### config.mk
export PLATFORM = sky130hd
export DESIGN_NAME = bcd_modulo_counter
export DESIGN_NICKNAME = d
export VERILOG_FILES = /design/src/rtl/clock_pkg.sv /design/src/rtl/bcd_digit.sv /design/src/rtl/bcd_modulo_counter.sv
export SDC_FILE = /design/constraint.sdc
export NUM_CORES = 1
export LEC_CHECK = 0
export CAP_MARGIN = 20
export CORE_ASPECT_RATIO = 1.1
export CORE_MARGIN = 2
export CORE_UTILIZATION = 48
export CTS_BUF_LIST = sky130_fd_sc_hd__clkbuf_4 sky130_fd_sc_hd__clkbuf_8 sky130_fd_sc_hd__clkbuf_16
export DETAILED_ROUTE_END_ITERATION = 12
export GPL_TIMING_DRIVEN = 0
export PLACE_DENSITY = 0.78
export SLEW_MARGIN = 20
export SYNTH_ARGS = -nofsm -noshare
export SYNTH_HDL_FRONTEND = slang
export SYNTH_SLANG_ARGS = --single-unit
### constraint.sdc
create_clock -name i_clk -period 1.9 [get_ports i_clk]
set_input_delay 0.38 -clock i_clk [delete_from_list [all_inputs] [get_ports i_clk]]
set_output_delay 0.38 -clock i_clk [all_outputs]
set_load 0.005 [all_outputs]
### src/rtl/clock_pkg.sv
// Shared BCD helpers for the clock/calendar counter stages.
// Vectors are sized for the widest supported field (4 digits).
package clock_pkg;
    localparam int BCD_W      = 4;
    localparam int MAX_DIGITS = 4;
    localparam int VEC_W      = BCD_W * MAX_DIGITS;

    function automatic logic [VEC_W-1:0] to_bcd(input int value, input int digits);
        logic [VEC_W-1:0] r;
        int v;
        r = '0;
        v = value;
        for (int i = 0; i < MAX_DIGITS; i++) begin
            if (i < digits) begin
                r[i*BCD_W +: BCD_W] = BCD_W'(v % 10);
                v = v / 10;
            end
        end
        return r;
    endfunction

    function automatic logic bcd_valid(input logic [VEC_W-1:0] vec, input int digits);
        logic ok;
        ok = 1'b1;
        for (int i = 0; i < MAX_DIGITS; i++) begin
            if (i < digits && vec[i*BCD_W +: BCD_W] > 4'd9) ok = 1'b0;
        end
        return ok;
    endfunction

    function automatic int bcd_to_int(input logic [VEC_W-1:0] vec, input int digits);
        int r;
        int scale;
        r     = 0;
        scale = 1;
        for (int i = 0; i < MAX_DIGITS; i++) begin
            if (i < digits) begin
                r     = r + int'(vec[i*BCD_W +: BCD_W]) * scale;
                scale = scale * 10;
            end
        end
        return r;
    endfunction
endpackage

### src/rtl/bcd_digit.sv
// One 0-9 BCD digit register; carry/borrow out are combinational so a
// multi-digit step ripples through all digits within one cycle.
module bcd_digit #(
    parameter logic [3:0] RST_VAL = 4'd0
) (
    input  logic       i_clk,
    input  logic       i_rst_n,
    input  logic       i_inc,
    input  logic       i_dec,
    input  logic       i_ld,
    input  logic [3:0] i_ld_val,
    output logic [3:0] o_d,
    output logic       o_co,
    output logic       o_bo
);
    logic [3:0] d;

    always_ff @(posedge i_clk or negedge i_rst_n) begin
        if (!i_rst_n) begin
            d <= RST_VAL;
        end else if (i_ld) begin
            d <= i_ld_val;
        end else if (i_inc) begin
            d <= (d == 4'd9) ? 4'd0 : d + 4'd1;
        end else if (i_dec) begin
            d <= (d == 4'd0) ? 4'd9 : d - 4'd1;
        end
    end

    assign o_d  = d;
    assign o_co = i_inc && (d == 4'd9);
    assign o_bo = i_dec && (d == 4'd0);
endmodule

### src/rtl/bcd_modulo_counter.sv
// Multi-digit BCD up/down counter over [MIN_VAL, MIN_VAL+MODULUS-1] with
// validated parallel load and registered carry/borrow/load-error pulses.
module bcd_modulo_counter
    import clock_pkg::*;
#(
    parameter int DIGITS  = 2,
    parameter int MODULUS = 60,
    parameter int MIN_VAL = 0
) (
    input  logic                  i_clk,
    input  logic                  i_rst_n,
    input  logic                  i_ena,
    input  logic                  i_up,
    input  logic                  i_down,
    input  logic                  i_wr,
    input  logic [4*DIGITS-1:0]   i_in,
    output logic [4*DIGITS-1:0]   o_q,
    output logic                  o_carry,
    output logic                  o_borrow,
    output logic                  o_wr_err
);
    localparam int W       = BCD_W * DIGITS;
    localparam int MAX_VAL = MIN_VAL + MODULUS - 1;
    localparam logic [W-1:0] MIN_BCD = W'(to_bcd(MIN_VAL, DIGITS));
    localparam logic [W-1:0] MAX_BCD = W'(to_bcd(MAX_VAL, DIGITS));

    if (DIGITS < 1 || DIGITS > MAX_DIGITS) begin : g_bad_digits
        $error("bcd_modulo_counter: DIGITS must be 1..4");
    end
    if (MODULUS < 2 || MIN_VAL < 0 || MAX_VAL >= 10**DIGITS) begin : g_bad_range
        $error("bcd_modulo_counter: MIN_VAL+MODULUS-1 must fit in DIGITS");
    end

    logic [W-1:0]     q;
    logic [W-1:0]     ld_val;
    logic [VEC_W-1:0] in_ext;
    logic             do_wr, do_up, do_dn;
    logic             at_min, at_max;
    logic             above_min, wr_ok, ld;
    logic [DIGITS:0]  inc_chain, dec_chain;
    logic [1:0]       unused_chain;

    assign do_wr = i_ena && i_wr;
    assign do_up = i_ena && !i_wr && i_up;
    assign do_dn = i_ena && !i_wr && !i_up && i_down;

    assign at_min = (q == MIN_BCD);
    assign at_max = (q == MAX_BCD);

    // For valid BCD, numeric order matches plain vector order.
    if (MIN_VAL == 0) begin : g_min_zero
        assign above_min = 1'b1;
    end else begin : g_min_cmp
        assign above_min = (i_in >= MIN_BCD);
    end
    assign in_ext = VEC_W'(i_in);
    assign wr_ok  = bcd_valid(in_ext, DIGITS) && above_min && (i_in <= MAX_BCD);

    // Wraps are done as a load of the opposite bound.
    assign ld = (do_wr && wr_ok) || (do_up && at_max) || (do_dn && at_min);

    always_comb begin
        ld_val = MAX_BCD;
        if (do_wr)      ld_val = i_in;
        else if (do_up) ld_val = MIN_BCD;
    end

    assign inc_chain[0] = do_up && !at_max;
    assign dec_chain[0] = do_dn && !at_min;

    for (genvar k = 0; k < DIGITS; k++) begin : g_digit
        bcd_digit #(
            .RST_VAL(MIN_BCD[k*BCD_W +: BCD_W])
        ) u_digit (
            .i_clk   (i_clk),
            .i_rst_n (i_rst_n),
            .i_inc   (inc_chain[k]),
            .i_dec   (dec_chain[k]),
            .i_ld    (ld),
            .i_ld_val(ld_val[k*BCD_W +: BCD_W]),
            .o_d     (q[k*BCD_W +: BCD_W]),
            .o_co    (inc_chain[k+1]),
            .o_bo    (dec_chain[k+1])
        );
    end

    // The top digit's ripple-out is never needed: the bounds catch it first.
    assign unused_chain = {inc_chain[DIGITS], dec_chain[DIGITS]};

    always_ff @(posedge i_clk or negedge i_rst_n) begin
        if (!i_rst_n) begin
            o_carry  <= 1'b0;
            o_borrow <= 1'b0;
            o_wr_err <= 1'b0;
        end else begin
            o_carry  <= do_up && at_max;
            o_borrow <= do_dn && at_min;
            o_wr_err <= do_wr && !wr_ok;
        end
    end

    assign o_q = q;
endmodule

==> results.json, run 1 <==
{
  "synth_ff_type": "dfrtp_1",
  "die_h_um": 51.90,
  "clk_latency_ns": 0.27,
  "power_density_mw_per_mm2": 1112,
  "grt_max_degree": 12,
  "dp_hpwl_mm": 1.778,
  "cts_inserted_buffers": 3,
  "htreeDepth": 1,
  "hp-class": "primary input to asynchronous set/reset pin",
  "synth_top_area_frac": 0.2750,
  "final_util": 0.6477,
  "grt.total_usage": 0.2085,
  "fin_area_mm2": 0.001295,
  "path_class": "flop to flop",
  "max_freq_mhz": 547.1,
  "r2r_cells": 6,
  "final_common_cell": "clkdlybuf4s50_1",
  "clock-sinks": 11,
  "crit_path_max_incr_delay_ns": 0.41,
  "wl_mm": 2.322,
  "critical_path.max_fanout": 10,
  "crit_chain": "buf_2 -> nor3_2 -> nand4_1 -> o211ai_2 -> nor2_1 -> a221o_1",
  "ctsRootBufferMaster": "clkbuf_4",
  "seq_area_um2": 275.3,
  "cts_tree": "yes",
  "io_buffers": 22,
  "cp-end-kind": "flop",
  "wl_per_cell_um": 13.27,
  "cp-start-kind": "flop",
  "globalplace.congestion": 0.8233,
  "ys_top_cells_by_area": "dfrtp_1 28%, o21ai_0 5.0%, nor2_1 4.5%, buf_2 4.0%, buf_6 3.4%",
  "ioPinCount": 25,
  "fp-row-count": 17,
  "postCtsHoldBufs": 0,
  "placed_cell_area_mm2": 0.001256,
  "cap_violations": 0,
  "cts_setup_buffers": 0,
  "die_x_um": 47.54,
  "syn_area_mm2": 0.001001,
  "finalCritPeriodShare": 0.9619,
  "detail_route.first_pass.iterations": 4,
  "layout_common_cells": "21 x clkdlybuf4s50_1, 12 x nor2_1, 11 x dfrtp_1",
  "dr.first_iter.drc_count": 41,
  "cts.clk_slew.worst_paths_ns": 0.06,
  "crit_arrival_ns": 1.98,
  "dp_cells": 171,
  "finalHoldViolCount": 0,
  "synthDistinctLibCells": 49,
  "syn_inst": 121,
  "clock_path_buffers": 2,
  "drive_gt1_frac": 0.1565,
  "setup_ws_ns": 0.07233,
  "n_antenna_cell": 0,
  "cp_slowest_cell": "dfrtp_1",
  "regToRegSetupSlack_ns": 0.07,
  "ant_nets": 0,
  "yosysTopAreaCell": "dfrtp_1",
  "synth_edf_count": 0,
  "grt_pass1_wl_mm": 3.663,
  "synth_warnings": 0,
  "worst_slew_pin_slew_ns": 0.4474,
  "async_reset_ff_frac": 1.000,
  "ys_seq_area_frac": 0.2750,
  "syn_nets": 135,
  "fin_skew_ns": 0.001181,
  "status": "complete, no violations",
  "overflow": 0,
  "total_power_mw": 1.440,
  "drv_slew": 0,
  "ys_seq_elements": 11,
  "r2r_start": "g_digit[0].u_digit.o_d[1]",
  "start_util": 0.5006,
  "setup_viol": 0,
  "antenna_found_initial": 0,
  "slew-limit-headroom": 0.7008,
  "stdcell_count": 175,
  "vdd_drop_max_mv": 0.5819,
  "cellLeakagePower_nw": 0.5322,
  "nNetsFinal": 162,
  "grt_pass1_vias": 840,
  "dieArea_mm2": 0.002467,
  "multi_input_area_um2": 643.1,
  "required_ns": 2.05,
  "drc_errors": 0,
  "r2r_end": "g_digit[1].u_digit.o_d[2]",
  "syn2layout_area_growth_pct": 29.37,
  "num_vias": 1033,
  "viasPerCell": 5.903,
  "timing.final.crit_period_ns": 1.828,
  "synthesis.area_per_instance_um2": 8.272,
  "fill_cells": 187,
  "rsz0062_at_grt": "false",
  "place_ws_ns": -0.3422,
  "core_area_mm2": 0.001999
}
critical path, delay by kind of cell (launching register included):
family                 cells  cell delay [ns]
DFF                        1             0.41
and+or+nand+nor            3             0.60
buffers and inverters      1             0.20
AOI/OAI and AO/OA          2             0.51
metrics by stage:
stage	setup TNS, ns	hold WS (ns)
after floorplan	0	0.08441
after global placement	-1.819	0.6809
after detailed placement	-1.993	0.6913
after CTS	0	0.4229
after global routing	0	0.4344
final	0	0.4207
sequential cells by signal, indices dropped and copies added, names as in the netlist:
register,cells
o_wr_err,1
g_digit.u_digit.o_d,8
o_carry,1
o_borrow,1
final cells by class:
type                       count  share of cell area
inverter                       3            0.008696
tap                           28             0.02705
multi-input combinational     94              0.4966
buffer                        13             0.06280
timing repair buffer          22              0.1691
clock buffer                   4             0.02319
sequential                    11              0.2126
cell usage after synthesis (2+ instances only):
master,n
nor2_1,12
dfrtp_1,11
o21ai_0,10
buf_2,8
nand2_1,6
nand3_1,5
nand2b_1,4
nor3_1,4
a21oi_1,3
buf_6,3
inv_1,3
nand4_1,3
nor3b_1,3
a211o_1,2
a21o_1,2
a221oi_1,2
a31oi_1,2
clkbuf_1,2
nand3b_1,2
o211ai_1,2
o21ai_1,2
o22ai_1,2
xnor2_1,2
power by group:
group / internal [mW] / switching (mW) / total, mW
combinational: 0.432 / 0.435 / 0.867
clock: 0.0957 / 0.0754 / 0.171
sequential: 0.308 / 0.0931 / 0.401
worst max path at each step:
stage	endpoint	slack, ns	depth (start not counted)	start
2_1_floorplan	g_digit[1].u_digit.o_d[3]	0.17	8	i_ena
3_3_place_gp	g_digit[1].u_digit.o_d[3]	-0.32	8	i_up
3_5_place_dp	g_digit[1].u_digit.o_d[3]	-0.34	8	i_up
4_1_cts	g_digit[1].u_digit.o_d[2]	0.02	6	g_digit[0].u_digit.o_d[1]
5_1_grt	g_digit[1].u_digit.o_d[2]	0.008	6	g_digit[0].u_digit.o_d[1]
6_report	g_digit[1].u_digit.o_d[2]	0.07	6	g_digit[0].u_digit.o_d[1]
what timing repair did:
action	4_1_cts	5_1_grt
setup endpoints to repair	4	4
pin swaps	0	2
resized for setup	1	3
per-layer routing:
metal,share of wire,vias up,GRT usage
met5,0,-,0
li1,-,507,-
met2,0.45,46,0.3041
met3,0.057,6,0.01042
met1,0.46,474,0.2900
met4,0.033,0,0.1351
cell families (layout without fill, tap and decap cells):
logic type	after synthesis	after routing	share of synthesized area
AND/OR/NAND/NOR	50	50	0.2950
AO/OA/AOI/OAI	39	39	0.2900
buffers and inverters	16	42	0.09250
flip-flops	11	11	0.2750
XOR/XNOR	3	3	0.02625
multiplexers	2	2	0.02125
No activity file was read; power rests on OpenSTA's default activity.
==> run 2, diff against run 1 <==
- CORE_UTILIZATION: 48 -> 61
- DONT_BUFFER_PORTS: default -> 1
- PLACE_DENSITY: 0.78 -> 0.77
==> run 2 against run 1 <==
Net effect: worst hold slack worse by 0.085 ns; clock skew is 0.0070 ns higher; non-clock buffer count is 18 lower.
==> results.json, run 2 (synthesis gave the netlist of run 1 again) <==
{
  "vdd_drop_max_mv": 0.7773,
  "crit_chain": "buf_2 -> nor4b_2 -> nand4_1 -> and3_1 -> buf_2 -> a2111oi_2 -> a211o_1",
  "placed_cell_area_mm2": 0.001022,
  "cp_slowest_cell": "dfrtp_1",
  "finalCritPeriodShare": 0.9777,
  "setup_ws_ns": 0.04241,
  "fin_skew_ns": 0.008207,
  "io_buffers": 0,
  "ant_nets": 0,
  "clk_latency_ns": 0.27,
  "wl_per_cell_um": 17.49,
  "dp_cells": 138,
  "drive_gt1_frac": 0.2171,
  "core_area_mm2": 0.001558,
  "rsz0062_at_grt": "true",
  "fill_cells": 136,
  "required_ns": 2.11,
  "num_vias": 985,
  "cap_violations": 0,
  "final.setup.tns_ns": 0,
  "detail_route.first_pass.iterations": 4,
  "slew-limit-headroom": 0.6951,
  "cp_num_buf_inv": 2,
  "holdWs_ns": 0.3358,
  "fin_area_mm2": 0.001129,
  "holdCritStartpoint": "i_in[1]",
  "cts_inserted_buffers": 3,
  "multi_input_area_um2": 670.6,
  "die_h_um": 46.49,
  "ioPinCount": 25,
  "grt_pass1_vias": 908,
  "path_class": "flop to flop",
  "min_to": "g_digit[0].u_digit.o_d[1]",
  "drv_slew": 0,
  "status": "complete, no violations",
  "place_ws_ns": -0.009183,
  "final_common_cell": "nor2_1",
  "critical_path.max_fanout": 10,
  "crit_path_max_incr_delay_ns": 0.40,
  "r2r_start": "g_digit[0].u_digit.o_d[2]",
  "dieArea_mm2": 0.001981,
  "cp-end-kind": "flop",
  "layout_common_cells": "12 x nor2_1, 10 x o21ai_0, 10 x dfrtp_1",
  "dp_hpwl_mm": 1.811,
  "htreeDepth": 1,
  "cellLeakagePower_nw": 0.4675,
  "antenna_found_initial": 0,
  "grt_pass1_wl_mm": 4.119,
  "max_freq_mhz": 538.3,
  "seq_area_um2": 276.5,
  "setup_viol": 0,
  "power_density_mw_per_mm2": 1200,
  "timing.final.crit_period_ns": 1.858,
  "overflow": 0,
  "cp-start-kind": "flop",
  "clock_path_buffers": 2,
  "grt_max_degree": 12,
  "start_util": 0.6426,
  "die_x_um": 42.63,
  "grt.total_usage": 0.2823,
  "n_antenna_cell": 0,
  "globalplace.congestion": 0.9150,
  "crit_family": "simple AND/OR/NAND/NOR gates",
  "ctsRootBufferMaster": "clkbuf_4",
  "clock-sinks": 11,
  "stdcell_count": 146,
  "dr.first_iter.drc_count": 33,
  "hold_depth": 2,
  "syn2layout_area_growth_pct": 12.75,
  "cp_common_cell": "buf_2",
  "worst_slew_pin_slew_ns": 0.4559,
  "nNetsFinal": 144,
  "hp-class": "primary input to flop",
  "cts_tree": "yes",
  "crit_arrival_ns": 2.07,
  "r2r_end": "g_digit[1].u_digit.o_d[1]",
  "r2r_cells": 7,
  "viasPerCell": 6.747,
  "finalHoldViolCount": 0,
  "largest_reg_flops": 8,
  "fp-row-count": 15,
  "drc_errors": 0,
  "cts.clk_slew.worst_paths_ns": 0.07,
  "regToRegSetupSlack_ns": 0.04,
  "wl_mm": 2.553
}
[run 2: layer usage]
metal / vias up / routed length (µm) / global-route usage
li1: 470 / - / -
met4: 0 / 42 / 0.09375
met1: 477 / 1021 / 0.3302
met3: 6 / 117 / 0.07451
met2: 32 / 1371 / 0.5030
met5: - / 0 / 0
[run 2: worst max-delay path by stage]
stage	startpoint	to	slack, ns	cells after the start
global placement	g_digit[0].u_digit.o_d[1]	g_digit[1].u_digit.o_d[2]	0.004	6
global route	g_digit[0].u_digit.o_d[1]	g_digit[1].u_digit.o_d[1]	-0.005	7
CTS	g_digit[1].u_digit.o_d[1]	g_digit[1].u_digit.o_d[3]	0.02	6
floorplan	i_ena	g_digit[1].u_digit.o_d[3]	0.17	8
finish	g_digit[0].u_digit.o_d[2]	g_digit[1].u_digit.o_d[1]	0.04	7
detailed placement	g_digit[0].u_digit.o_d[1]	g_digit[1].u_digit.o_d[2]	-0.009	6
[run 2: layout make-up]
| type | count | share of cell area |
|---|---|---|
| Tap cell | 17 | 0.01885 |
| Multi-Input combinational cell | 94 | 0.5942 |
| Buffer | 13 | 0.07650 |
| Inverter | 3 | 0.009978 |
| Timing Repair Buffer | 4 | 0.02882 |
| Clock buffer | 4 | 0.02661 |
| Sequential cell | 11 | 0.2450 |
[run 2: what timing repair did]
action	CTS	global route
resized for setup	2	10
setup endpoints to repair	1	6
endpoints found under the hold margin	11	0
pin swaps	2	2
setup buffers	3	0
hold buffers	1	0
[run 2: report_power, final]
| part | leakage (nW) | switching, mW | internal, mW |
|---|---|---|---|
| clock | 0.0184 | 0.0757 | 0.0955 |
| combinational | 0.316 | 0.426 | 0.322 |
| sequential | 0.133 | 0.126 | 0.310 |
| total | 0.467 | 0.628 | 0.727 |
[run 2: stage by stage]
| stage | total power [mW] | utilization |
|---|---|---|
| 2_1_floorplan | 0.9474 | - |
| 3_3_place_gp | 1.064 | 0.6562 |
| 3_5_place_dp | 1.092 | 0.6562 |
| 4_1_cts | 1.282 | 0.7052 |
| 5_1_grt | 1.462 | 0.7245 |
| 6_report | 1.355 | 0.7245 |
==> run 3, diff against run 2 <==
- SLEW_MARGIN: 20 -> 40
- SYNTH_HIERARCHICAL: default -> 1
==> run 3 against run 2 <==
Net effect: the flow now finishes with violations (negative setup slack); final cell count increased by 2.1%; register-to-register slack got worse by 0.11 ns; design area increased by 9.4%; non-clock buffer count increased by 1; setup slack got worse by 0.11 ns; first-iteration DRC count decreased by 45%; combinational power increased by 8.7%; synthesized cell count unchanged; clock power decreased by 6%; synthesized area unchanged; die area unchanged; critical path type unchanged; critical endpoint is now g_digit[1].u_digit/o_d[1].
==> results.json, run 3 <==
{
  "cts_tree": "yes",
  "crit_family": "simple AND/OR/NAND/NOR gates",
  "drc_errors": 0,
  "top_usage_layer": "met2",
  "cp_common_cell": "o21ai_1",
  "combPwrFrac": 0.557,
  "dr.first_iter.drc_count": 18,
  "syn_area_mm2": 0.001001,
  "drv_slew": 0,
  "largest_reg_flops": 8,
  "ctsRootBufferMaster": "clkbuf_4",
  "ioPinCount": 25,
  "timing.final.crit_period_ns": 1.970,
  "grt_pass1_vias": 812,
  "grt_max_degree": 12,
  "crit_path_max_incr_delay_ns": 0.49,
  "cts.clk_slew.worst_paths_ns": 0.08,
  "dp_cells": 138,
  "clock-sinks": 11,
  "syn_nets": 135,
  "finalHoldViolCount": 0,
  "hp-class": "primary input to flop",
  "intPower_uw": 744.4,
  "dieArea_mm2": 0.001981,
  "worst_slew_pin_slew_ns": 0.4914,
  "overflow": 0,
  "num_vias": 976,
  "fin_skew_ns": 0.004791,
  "core_area_mm2": 0.001558,
  "start_util": 0.6426,
  "setup_viol": 3,
  "viasPerCell": 6.550,
  "cp-end-kind": "flop",
  "antenna_found_initial": 0,
  "htreeDepth": 1,
  "rsz0062_at_grt": "true",
  "die_h_um": 46.49,
  "cellLeakagePower_nw": 0.5147,
  "fin_area_mm2": 0.001235,
  "nNetsFinal": 147,
  "synthesis.area_per_instance_um2": 8.272,
  "syn_inst": 121,
  "vdd_drop_max_mv": 1.014,
  "cap_violations": 0,
  "wl_per_cell_um": 16.80,
  "syn2layout_area_growth_pct": 23.37,
  "final_util": 0.7928,
  "multi_input_area_um2": 733.2,
  "final_common_cell": "a21oi_1",
  "wl_mm": 2.503,
  "cp_slowest_cell": "dfrtp_2",
  "drive_gt1_frac": 0.3712,
  "met2_usage": 0.3848,
  "fp-row-count": 15,
  "placed_cell_area_mm2": 0.001028,
  "required_ns": 2.10,
  "cts_inserted_buffers": 3,
  "ant_nets": 0,
  "critical_path.max_fanout": 7,
  "violations": "negative setup slack",
  "clock_path_buffers": 2,
  "crit_chain": "nor4_4 -> buf_4 -> a21boi_4 -> and3_4 -> nor3b_2 -> o21ai_1 -> o31ai_2 -> o21ai_1",
  "crit_arrival_ns": 2.17,
  "detail_route.first_pass.iterations": 4,
  "clk_latency_ns": 0.27,
  "cp-start-kind": "flop",
  "seqPwrFrac": 0.333,
  "setup_ws_ns": -0.06981,
  "dp_hpwl_mm": 1.595,
  "die_x_um": 42.63,
  "n_antenna_cell": 0,
  "finalCritPeriodShare": 1.037,
  "cp_num_buf_inv": 1,
  "layout_common_cells": "14 x a21oi_1, 10 x nand2_1, 9 x buf_4",
  "grt_pass1_wl_mm": 3.657,
  "max_freq_mhz": 507.7,
  "use_met3": 0.02353,
  "net-switching-power_uw": 716.0,
  "status": "finished, violations left",
  "switching_share": 0.4903,
  "slew-limit-headroom": 0.6713,
  "globalRouteMet1Util": 0.3478,
  "path_class": "flop to flop",
  "seq_area_um2": 279.0,
  "power_density_mw_per_mm2": 1183,
  "stdcell_count": 149,
  "fill_cells": 115,
  "io_buffers": 0,
  "holdWs_ns": 0.3113,
  "globalplace.congestion": 0.8523,
  "grt.total_usage": 0.2437,
  "clkPwrFrac": 0.110,
  "synth_warnings": 6
}
run 3: area by class of cell:
| type | instances | share of cell area |
|---|---|---|
| multi-input cells | 94 | 0.5937 |
| flip-flops and latches | 11 | 0.2259 |
| plain buffers | 10 | 0.07092 |
| repair buffers | 8 | 0.05471 |
| clock buffers | 3 | 0.01824 |
| well taps | 17 | 0.01722 |
| inverters | 5 | 0.01520 |
| clock inverters | 1 | 0.004053 |
run 3: power groups by stage:
stage	Combinational [mW]	Sequential, mW	Clock [mW]
2_1_floorplan	0.567	0.423	0
3_3_place_gp	0.644	0.460	0
3_5_place_dp	0.660	0.463	0
4_1_cts	0.720	0.461	0.162
5_1_grt	0.886	0.498	0.170
6_report	0.813	0.486	0.161
run 3: path summary, 6_finish.rpt:
kind / from / cells past startpoint / endpoint / slack (ns)
worst max register to register: g_digit[1].u_digit/o_d[3] / 8 / g_digit[1].u_digit/o_d[1] / -0.07
worst min-delay path: i_in[7] / 2 / o_wr_err / 0.31
worst min register to register: g_digit[1].u_digit/o_d[2] / 3 / o_borrow / 0.69
min in group asynchronous: i_rst_n / 1 / g_digit[1].u_digit/o_d[0] / 0.51
worst max-delay path: g_digit[1].u_digit/o_d[3] / 8 / g_digit[1].u_digit/o_d[1] / -0.07
max in group asynchronous: i_rst_n / 1 / g_digit[0].u_digit/o_d[3] / 1.03
run 3: per-stage QoR:
stage	total power, mW	TNS [ns]	setup slack (ns)
after floorplan	0.9902	-0.002348	-0.002348
after global placement	1.104	-0.4141	-0.1931
after detailed placement	1.123	-0.5307	-0.2095
after CTS	1.344	-0.1099	-0.04400
after global routing	1.554	-0.6235	-0.1230
final	1.460	-0.1265	-0.06981
run 3: what timing repair did:
item                                   CTS  global route
resized for setup                        6            31
setup endpoints to repair                4             8
pin swaps                                8             8
cloned                                   1             0
buffers inserted                         4             2
endpoints found under the hold margin   11             0
hold buffers                             1             0
run 3: metal layers:
metal / wire (µm) / vias to the layer above
li1: - / 467
met1: 1155 / 473
met2: 1208 / 32
met3: 117 / 4
met4: 22 / 0
met5: 0 / -
